**config.mk**
```make
export PLATFORM = sky130hd
export DESIGN_NAME = mips_run_dump_ctrl
export DESIGN_NICKNAME = d
export VERILOG_FILES = /design/src/rtl/mips_dbg_pkg.sv /design/src/rtl/halt_detector.sv /design/src/rtl/mips_run_dump_ctrl.sv
export SDC_FILE = /design/constraint.sdc
export NUM_CORES = 1
export LEC_CHECK = 0
export CAP_MARGIN = 20
export CORE_MARGIN = 1.5
export CORE_UTILIZATION = 48
export CTS_CLUSTER_SIZE = 30
export DETAILED_ROUTE_END_ITERATION = 6
export PLACE_DENSITY_LB_ADDON = 0.2
export SKIP_CTS_REPAIR_TIMING = 1
export SLEW_MARGIN = 5
export SYNTH_ARGS = -nofsm -noshare
export SYNTH_HDL_FRONTEND = slang
export SYNTH_HIERARCHICAL = 1
export SYNTH_SLANG_ARGS = --single-unit
export TNS_END_PERCENT = 1
```
**constraint.sdc**
```tcl
create_clock -name clk -period 3.7 [get_ports clk]
set_input_delay 0.74 -clock clk [delete_from_list [all_inputs] [get_ports clk]]
set_output_delay 0.74 -clock clk [all_outputs]
set_load 0.05 [all_outputs]
```
**src/rtl/mips_dbg_pkg.sv**
```systemverilog
// Shared types and constants for the MIPS run/halt/dump controller.
//   dbg_state_e    : controller FSM states
//   HALT_*_BIT     : bit positions inside halt_cause
//   tag_width()    : width of the dump word tag (register index plus one PC code)
package mips_dbg_pkg;

    typedef enum logic [1:0] {
        StIdle,
        StRun,
        StDump,
        StDone
    } dbg_state_e;

    localparam int unsigned HALT_LIMIT_BIT = 0;
    localparam int unsigned HALT_STALL_BIT = 1;

    // One extra bit so the PC word can use code NUM_REGS beside the register indices.
    function automatic int unsigned tag_width(input int unsigned addr_w);
        return addr_w + 1;
    endfunction

endpackage

```
**src/rtl/halt_detector.sv**
```systemverilog
// Halt detection for the run/dump controller.
// Ports:
//   clk, rst       : clock, asynchronous active-high reset
//   clear          : restart the run (zero counters, capture current pc)
//   enable         : core is running this cycle
//   pc             : current core PC
//   cycle_limit    : run length in cycles, 0 = unlimited
//   limit_hit      : this cycle is the last one allowed by cycle_limit
//   stall_hit      : pc has been unchanged for STALL_CYCLES consecutive cycles
module halt_detector #(
    parameter int unsigned DATA_W       = 32,
    parameter int unsigned CNT_W        = 16,
    parameter int unsigned STALL_CYCLES = 4
) (
    input  logic              clk,
    input  logic              rst,
    input  logic              clear,
    input  logic              enable,
    input  logic [DATA_W-1:0] pc,
    input  logic [CNT_W-1:0]  cycle_limit,
    output logic              limit_hit,
    output logic              stall_hit
);

    localparam int unsigned STALL_W = $clog2(STALL_CYCLES + 1);

    logic [CNT_W-1:0]   cycle_cnt_q, cycle_cnt_d;
    logic [STALL_W-1:0] stall_cnt_q, stall_cnt_d;
    logic [DATA_W-1:0]  last_pc_q, last_pc_d;
    logic [CNT_W:0]     cycle_cnt_inc;
    logic [STALL_W:0]   stall_cnt_inc;
    logic               pc_same;

    always_comb begin
        pc_same       = (pc == last_pc_q);
        // One bit wider so the all-ones limit still compares correctly.
        cycle_cnt_inc = {1'b0, cycle_cnt_q} + (CNT_W+1)'(1);
        stall_cnt_inc = {1'b0, stall_cnt_q} + (STALL_W+1)'(1);

        limit_hit = enable && (cycle_limit != '0) && (cycle_cnt_inc == {1'b0, cycle_limit});
        stall_hit = enable && pc_same && (stall_cnt_inc == (STALL_W+1)'(STALL_CYCLES));

        cycle_cnt_d = cycle_cnt_q;
        stall_cnt_d = stall_cnt_q;
        last_pc_d   = last_pc_q;

        if (clear) begin
            cycle_cnt_d = '0;
            stall_cnt_d = '0;
            last_pc_d   = pc;
        end else if (enable) begin
            if (cycle_cnt_q != '1) begin
                cycle_cnt_d = cycle_cnt_inc[CNT_W-1:0];
            end
            if (pc_same) begin
                if (stall_cnt_q != STALL_W'(STALL_CYCLES)) begin
                    stall_cnt_d = stall_cnt_inc[STALL_W-1:0];
                end
            end else begin
                stall_cnt_d = '0;
                last_pc_d   = pc;
            end
        end
    end

    always_ff @(posedge clk or posedge rst) begin
        if (rst) begin
            cycle_cnt_q <= '0;
            stall_cnt_q <= '0;
            last_pc_q   <= '0;
        end else begin
            cycle_cnt_q <= cycle_cnt_d;
            stall_cnt_q <= stall_cnt_d;
            last_pc_q   <= last_pc_d;
        end
    end

endmodule

```
**src/rtl/mips_run_dump_ctrl.sv**
```systemverilog
// Run/halt/dump controller for a MIPS core.
// Gates the core clock-enable, halts on a cycle limit or a PC self-loop, then streams the
// final PC followed by every register-file entry over a valid/ready channel.
// Ports:
//   clk, rst                : clock, asynchronous active-high reset
//   start                   : run request, honoured in IDLE or DONE
//   cycle_limit             : max run cycles, 0 = unlimited
//   pc                      : core PC
//   cpu_run                 : core clock-enable
//   rf_raddr / rf_rdata     : combinational register-file read port
//   out_valid/ready/data/tag: dump stream; tag NUM_REGS marks the PC word
//   done                    : dump finished, held until next start
//   halt_cause              : bit0 cycle limit, bit1 PC stall
module mips_run_dump_ctrl
    import mips_dbg_pkg::*;
#(
    parameter int unsigned DATA_W       = 32,
    parameter int unsigned NUM_REGS     = 32,
    parameter int unsigned ADDR_W       = 5,
    parameter int unsigned CNT_W        = 16,
    parameter int unsigned STALL_CYCLES = 4
) (
    input  logic              clk,
    input  logic              rst,
    input  logic              start,
    input  logic [CNT_W-1:0]  cycle_limit,
    input  logic [DATA_W-1:0] pc,
    output logic              cpu_run,
    output logic [ADDR_W-1:0] rf_raddr,
    input  logic [DATA_W-1:0] rf_rdata,
    output logic              out_valid,
    input  logic              out_ready,
    output logic [DATA_W-1:0] out_data,
    output logic [ADDR_W:0]   out_tag,
    output logic              done,
    output logic [1:0]        halt_cause
);

    localparam int unsigned     TAG_W    = tag_width(ADDR_W);
    localparam logic [TAG_W-1:0] PC_TAG   = TAG_W'(NUM_REGS);
    localparam logic [TAG_W-1:0] LAST_TAG = TAG_W'(NUM_REGS - 1);

    dbg_state_e       state_q, state_d;
    logic [TAG_W-1:0] idx_q, idx_d;
    logic [1:0]       halt_cause_q, halt_cause_d;
    logic             det_clear, det_enable;
    logic             limit_hit, stall_hit;

    halt_detector #(
        .DATA_W       (DATA_W),
        .CNT_W        (CNT_W),
        .STALL_CYCLES (STALL_CYCLES)
    ) u_halt_detector (
        .clk         (clk),
        .rst         (rst),
        .clear       (det_clear),
        .enable      (det_enable),
        .pc          (pc),
        .cycle_limit (cycle_limit),
        .limit_hit   (limit_hit),
        .stall_hit   (stall_hit)
    );

    always_comb begin
        state_d      = state_q;
        idx_d        = idx_q;
        halt_cause_d = halt_cause_q;
        det_clear    = 1'b0;
        det_enable   = 1'b0;
        cpu_run      = 1'b0;
        out_valid    = 1'b0;
        done         = 1'b0;
        rf_raddr     = '0;
        out_tag      = '0;
        out_data     = '0;

        unique case (state_q)
            StIdle, StDone: begin
                done = (state_q == StDone);
                if (start) begin
                    state_d      = StRun;
                    det_clear    = 1'b1;
                    halt_cause_d = '0;
                    idx_d        = '0;
                end
            end
            StRun: begin
                cpu_run    = 1'b1;
                det_enable = 1'b1;
                if (limit_hit || stall_hit) begin
                    halt_cause_d[HALT_LIMIT_BIT] = limit_hit;
                    halt_cause_d[HALT_STALL_BIT] = stall_hit;
                    state_d = StDump;
                    idx_d   = PC_TAG;
                end
            end
            StDump: begin
                // Core is frozen here, so pc and rf_rdata hold still under backpressure.
                out_valid = 1'b1;
                out_tag   = idx_q;
                if (idx_q == PC_TAG) begin
                    out_data = pc;
                end else begin
                    rf_raddr = idx_q[ADDR_W-1:0];
                    out_data = rf_rdata;
                end
                if (out_ready) begin
                    if (idx_q == PC_TAG) begin
                        idx_d = '0;
                    end else if (idx_q == LAST_TAG) begin
                        state_d = StDone;
                    end else begin
                        idx_d = idx_q + TAG_W'(1);
                    end
                end
            end
            default: state_d = StIdle;
        endcase
    end

    assign halt_cause = halt_cause_q;

    always_ff @(posedge clk or posedge rst) begin
        if (rst) begin
            state_q      <= StIdle;
            idx_q        <= '0;
            halt_cause_q <= '0;
        end else begin
            state_q      <= state_d;
            idx_q        <= idx_d;
            halt_cause_q <= halt_cause_d;
        end
    end

endmodule

```
## After elaboration in Yosys (flattened, before gate mapping)

Cells that the tools add are included.

| storage, ports and cells | value |
|---|---|
| register bits | 61 |
| input bits | 84 |
| output and inout port bits | 48 |
| word-level logic and storage cells | 79 |

| cells by class | value |
|---|---|
| add/subtract/negate cells | 3 |
| eq/ne operators | 18 |
| mux-type cells | 35 |
| reductions and logical operators | 17 |

Operators with widths:

| cell | number |
|---|---|
| 2-to-1 mux 32 bit | 5 |
| 2-to-1 mux 16 bit | 3 |
| 2-to-1 mux 6 bit | 6 |
| == test 32 bit | 1 |
| case mux 6 bit (3 select lines) | 1 |
| adder 16 x 1 -> 17 bit (second input constant) | 1 |
| == test 17 x 16 -> 1 bit | 1 |
| != test 16 bit (second input constant) | 1 |
| nonzero test 16 bit | 1 |
| 2-to-1 mux 2 bit | 7 |
| 2-to-1 mux 3 bit | 4 |
| != test 2 bit (second input constant) | 6 |
| 2-to-1 mux 5 bit | 2 |
| != test 3 bit (second input constant) | 3 |
| adder 6 x 1 -> 6 bit (second input constant) | 1 |
| == test 6 x 5 -> 1 bit (second input constant) | 1 |
| == test 6 bit (second input constant) | 1 |
| case mux 2 bit (3 select lines) | 1 |
| AND reduction 2 bit | 3 |
| nonzero test 2 bit | 3 |
| 2-to-1 mux 1 bit | 5 |
| AND reduction 5 bit | 1 |
| adder 3 x 1 -> 4 bit (second input constant) | 1 |
| == test 2 bit (second input constant) | 2 |
| 9 further kinds | 12 |

## Depth between registers and ports, before layout

| depth | value |
|---|---|
| depth after elaboration | 7 |
| mapped depth | 12 |
| gate-level depth less buffers | 11 |

## Modules after synthesis

Netlist, hierarchy kept.

By module, submodules not included:

| module | instances | cells each | area an instance (µm²) | sequential area each (µm²) |
|---|---|---|---|---|
| halt_detector | 1 | 291 | 3039.2 | 1276.2 |
| mips_run_dump_ctrl | 1 | 201 | 1343.8 | 250.2 |

## Worst setup path before layout

OpenSTA, ideal clock, no wires.

| timing path | value |
|---|---|
| path type | register to output |
| start point | reg state_q[0] |
| end point | out out_data[26] |
| arrival time | 2638 ps |
| data required time | 2960 ps |
| setup slack | 322 ps |
| cell stages (with the launch flop) | 6 |
| buffers on the path | 2 |
| cell sequence | dfrtp_1 -> inv_1 -> ha_1 -> clkbuf_1 -> clkbuf_1 -> a21boi_0 |

| between the ends | value |
|---|---|
| longest elaborated chain between the ends | 2 |

RTL lines:

| item | line | text |
|---|---|---|
| start, declared | mips_run_dump_ctrl.sv:43 | `dbg_state_e state_q, state_d;` |
| start signal, assigned | mips_run_dump_ctrl.sv:125 | `state_q <= StIdle;` |
| start signal, assigned | mips_run_dump_ctrl.sv:129 | `state_q <= state_d;` |
| == test 2 bit | mips_run_dump_ctrl.sv:77 | `unique case (state_q)` |
| 2-to-1 mux 32 bit | mips_run_dump_ctrl.sv:77 |  |
| end, declared | mips_run_dump_ctrl.sv:33 | `output logic [DATA_W-1:0] out_data,` |

Every way passes these cells.

## Final worst setup path

| timing path | value |
|---|---|
| start point | reg u_halt_detector.cycle_cnt_q[0] |
| end point | reg idx_q[3] |

| between the ends | value |
|---|---|
| longest elaborated chain between the ends | 6 |

RTL lines:

| item | line | text |
|---|---|---|
| start, declared | halt_detector.sv:27 | `logic [CNT_W-1:0] cycle_cnt_q, cycle_cnt_d;` |
| start signal, assigned | halt_detector.sv:72 | `cycle_cnt_q <= cycle_cnt_d;` |
| adder 16 x 1 -> 17 bit | halt_detector.sv:37 | `cycle_cnt_inc = {1'b0, cycle_cnt_q} + (CNT_W+1)'(1);` |
| == test 17 x 16 -> 1 bit | halt_detector.sv:40 | `limit_hit = enable && (cycle_limit != '0) && (cycle_cnt_inc == {1'b0, cycle_limit});` |
| logical AND 1 bit | halt_detector.sv:40 |  |
| named net limit_hit | mips_run_dump_ctrl.sv:47 | `logic limit_hit, stall_hit;` |
| logical OR 1 bit | mips_run_dump_ctrl.sv:90 | `if (limit_hit \|\| stall_hit) begin` |
| != test 2 bit (no source line) | -- |  |
| AND reduction 4 bit (no source line) | -- |  |
| end signal, assigned | mips_run_dump_ctrl.sv:130 | `idx_q <= idx_d;` |
| end, declared | mips_run_dump_ctrl.sv:44 | `logic [TAG_W-1:0] idx_q, idx_d;` |

The timed path passes the listed nets, and every way through them passes these cells.
A chain may end at the register's enable or synchronous reset.

==> results.md <==
- The routed design has 10,900 um of wire.
- In the finished design, the share of the clock period the worst path needs comes to 0.919.
- The share of post-route cells with drive strength above 1 is 0.156.
- The simple-gate area share of the yosys netlist is 0.224.
- The maximum vdd drop is 0.668 mV.
- The total iterations of the first detailed-routing run is 4.
- The max-slew violation count is 0.
- The worst hold path begins at u_halt_detector/last_pc_q[4].
- The root buffer cell is clkbuf_8.
- In this run the power density over the cells is 611 mW/mm^2.
- The static power due to leakage is 2.41 nW.
- Data arrives at the worst endpoint at 3.59 ns.
- The area of the mapped netlist is 0.00438 sq mm.
- For this run, the post-layout net count is 708.
- The area of the core is 0.00876 sq mm.
- The minimum clock period is 3.40 ns.
- The worst setup path is captured at a flop.
- Buffers inserted during clock tree synthesis total 9.
- Each instance of the synthesized netlist takes up on average 8.91 sq um.
- In this run the worst setup path begins at u_halt_detector/cycle_cnt_q[0].
- The clock drives 61 sinks.
- The total number of H-tree levels is 3.
- Setup repair after global routing left no endpoint under its margin.
- In this run, the number of DRC markers left after iteration 0 of detailed routing was 109.
- The worst-skew pair later-pin latency is 0.33 ns.
- At the end of routability-driven placement, the weighted congestion stood at 0.861.
- The maximum count of clock buffers along a single path is 2.
- The worst hold-check path type is flop to flop.
- TritonCTS built the clock tree.
- 132 I/O pins were placed.
- The initial antenna violation count is 0.
- The detailed router placed 3,938 vias in this run.
- The number of antenna diodes in the final layout is 0.
- After synthesis, the share of flip-flops with an asynchronous set or reset is 1.00.
- Of the total synthesized cell area, the portion taken by XOR and XNOR cells is 0.128.
- Of the synthesized area, sequential elements account for 0.348.
- The number of violations of the max-capacitance limit is 0.
- The post-synthesis to final-layout area growth is 35.6%.
- The total placed instance area is 0.00570 sq mm.
- Once placement completed, the tool counted placed cells totaling 711.
- Adding up every negative setup slack in the final design gives 0 ns.
- The most common cell after layout, fill and taps aside is clkdlybuf4s50_1.
- The required time of the critical path is 3.89 ns.
- The total of flip-flops plus latches after synthesis is 61.
- Of the total synthesized cell area, the portion taken by full adders, half adders and majority gates is 0.0257.
- For this run, the leading register cell type out of synthesis is dfrtp_1.
- Clock-pin slew was measured on the worst setup and hold paths at 0.07 ns.
- The horizontal extent of the die is 98.6 um.
- The main combinational cell family by area after synthesis is simple AND/OR/NAND/NOR gates.
- At the pin with the least slew margin, the transition time is 0.590 ns.
- The worst pin sits at a relative slew slack of 0.601.
- The routed length per instance is 15.0 um.
- The number of nets in the synthesized netlist is 585.
- Yosys mapped the design onto 53 distinct sky130hd cell types.
- The via count of the first global-routing pass is 3,851.
- The fmax is 0.294 GHz.
- The worst reg2reg path startpoint is u_halt_detector/cycle_cnt_q[0].
- The die is 98.6 um tall.
- The finished cells cover 0.00594 sq mm.
- At the placement stage, the worst setup path has a slack of 0.0919 ns.
- By startpoint and endpoint, the worst setup path is classified as flop to flop.
- The synthesized design contains 0 enable-type register cells.
- After floorplanning, the core was divided into 34 placement rows.
- The count of placed standard cells in the final layout, fillers left out is 728.
- Entering global routing, the biggest net connects 52 pins.
- For this run, the total global-route usage over all layers was measured as 0.224.
- The port buffer count is 131.
- The die covers 0.00971 sq mm.
- The run finished with clean final reports.
- The mux contribution to synthesized area is 0.0936.
- In the layout the commonest cells are clkdlybuf4s50_1, nand2_1, dfrtp_1.
- In the routed layout, each cell is associated on average with a via count of 5.41.
- The post-synthesis cell count is 492.
- The final hold violation count was 0.
- Of all nets on the critical path, the largest fanout is 8.
- In the routed design, unresolved DRC markers number 0.
- The complex-gate fraction of the synthesized area is 0.136.
- The warning count from the yosys run is 6.
- The setup clock skew after layout is 0.00638 ns.
- The global-route wire length before repair is 18,000 um.
- On the final layout, the worst hold slack is 0.527 ns.
- STA classifies the critical path startpoint as a flop.
- The worst-case setup margin in the final layout is 0.299 ns.
- The remaining antenna violation count after routing is 0.
- Setup violations remaining at the end of the flow were counted as 0.
- For this run the aggregate overflow at the end of global routing stands at 0.
- For this configuration, the core starts out at a cell density of 0.500.
- The placed wire-length estimate is 8010 um.
==> flip-flops by register name, summed over array words and instances (netlist names) <==
name	flops
halt_cause	2
idx_q	6
u_halt_detector/stall_cnt_q	3
state_q	2
u_halt_detector/last_pc_q	32
u_halt_detector/cycle_cnt_q	16
==> synthesized netlist by cell type, types with 2 or more instances <==
| cell type | count | area (sq um) |
|---|---|---|
| and2_1 | 12 | 75.1 |
| a21boi_0 | 11 | 82.6 |
| nor2b_1 | 3 | 18.8 |
| buf_2 | 12 | 60.1 |
| nand3_1 | 11 | 55.1 |
| nor3_1 | 8 | 40.0 |
| xor2_1 | 33 | 289 |
| mux2_2 | 32 | 360 |
| xnor2_1 | 31 | 272 |
| nand2b_1 | 4 | 25.0 |
| a211oi_1 | 2 | 15.0 |
| or3_1 | 10 | 62.6 |
| inv_1 | 17 | 63.8 |
| or4_1 | 2 | 15.0 |
| nor2_1 | 22 | 82.6 |
| mux2i_1 | 5 | 50.1 |
| nor3b_1 | 2 | 15.0 |
| a21oi_1 | 14 | 70.1 |
| clkbuf_1 | 15 | 56.3 |
| o211ai_1 | 5 | 37.5 |
| ha_1 | 9 | 113 |
| o32ai_1 | 2 | 17.5 |
| a21boi_1 | 21 | 158 |
| nand2_1 | 76 | 285 |
| o2bb2ai_1 | 2 | 17.5 |
| nor4_1 | 14 | 87.6 |
| nand3b_1 | 5 | 37.5 |
| nand4_1 | 10 | 62.6 |
| a31oi_1 | 2 | 12.5 |
| dfrtp_1 | 61 | 1530 |
| and3_1 | 4 | 25.0 |
| o21ai_0 | 13 | 65.1 |
| o41a_1 | 2 | 22.5 |
==> layer usage <==
| metal | vias to the layer above | track usage | part of all wire |
|---|---|---|---|
| met4 | 0 | 0.0542 | 0.012 |
| met5 | - | 0 | 0 |
| li1 | 1958 | - | - |
| met1 | 1848 | 0.285 | 0.44 |
| met3 | 11 | 0.0383 | 0.051 |
| met2 | 121 | 0.397 | 0.50 |
==> critical path: stages (launching register included) <==
cell and delay, ns:
dfrtp_1 0.43, ha_1 0.29, nand4_4 0.18, or3_1 0.50
or4b_1 0.49, o211ai_1 0.10, a21oi_1 0.14, a2111oi_4 0.38
or3b_1 0.21, o211a_1 0.26, and2_1 0.19, o22ai_1 0.08
==> cell type report <==
class	count	area [sq um]
fill	720	2820
multi-input combinational	385	2680
sequential	61	1530
timing repair buffer	141	1330
clock buffer	11	151
tap	108	135
inverter	17	63.8
clock inverter	5	58.8
==> cells by family (layout without fill, tap and decap cells) <==
group	Yosys count	in the layout
and+or+nand+nor	191	191
AOI/OAI and AO/OA	84	84
xor gates and xnor gates	64	64
DFF	61	61
buffers and inverters	46	174
muxes	37	37
adders and majority gates	9	9
==> path summary, 6_finish.rpt <==
path / cells after the start / end / slack [ns]
min in group asynchronous: 2 / u_halt_detector/cycle_cnt_q[2] / 0.69
worst max register to register: 11 / idx_q[3] / 0.30
worst min register to register: 1 / u_halt_detector/last_pc_q[4] / 0.53
worst max-delay path: 11 / idx_q[3] / 0.30
worst min-delay path: 1 / u_halt_detector/last_pc_q[4] / 0.53
max in group asynchronous: 3 / u_halt_detector/cycle_cnt_q[12] / 2.50
==> report_power, final <==
| group | internal, mW | switching [mW] | leakage, nW |
|---|---|---|---|
| Clock | 0.348 | 0.276 | 0.102 |
| Combinational | 0.863 | 1.09 | 1.54 |
| Sequential | 0.888 | 0.161 | 0.770 |
| Total | 2.10 | 1.53 | 2.41 |
==> through the flow <==
| stage | power, mW | util |
|---|---|---|
| final | 3.63 | 0.678 |
| after global routing | 3.85 | 0.678 |
| after CTS | 3.65 | 0.674 |
| after detailed placement | 3.02 | 0.650 |
| after global placement | 2.95 | 0.650 |
| after floorplan | 2.48 | - |
Note: power is estimated with default switching activity, not from simulation.
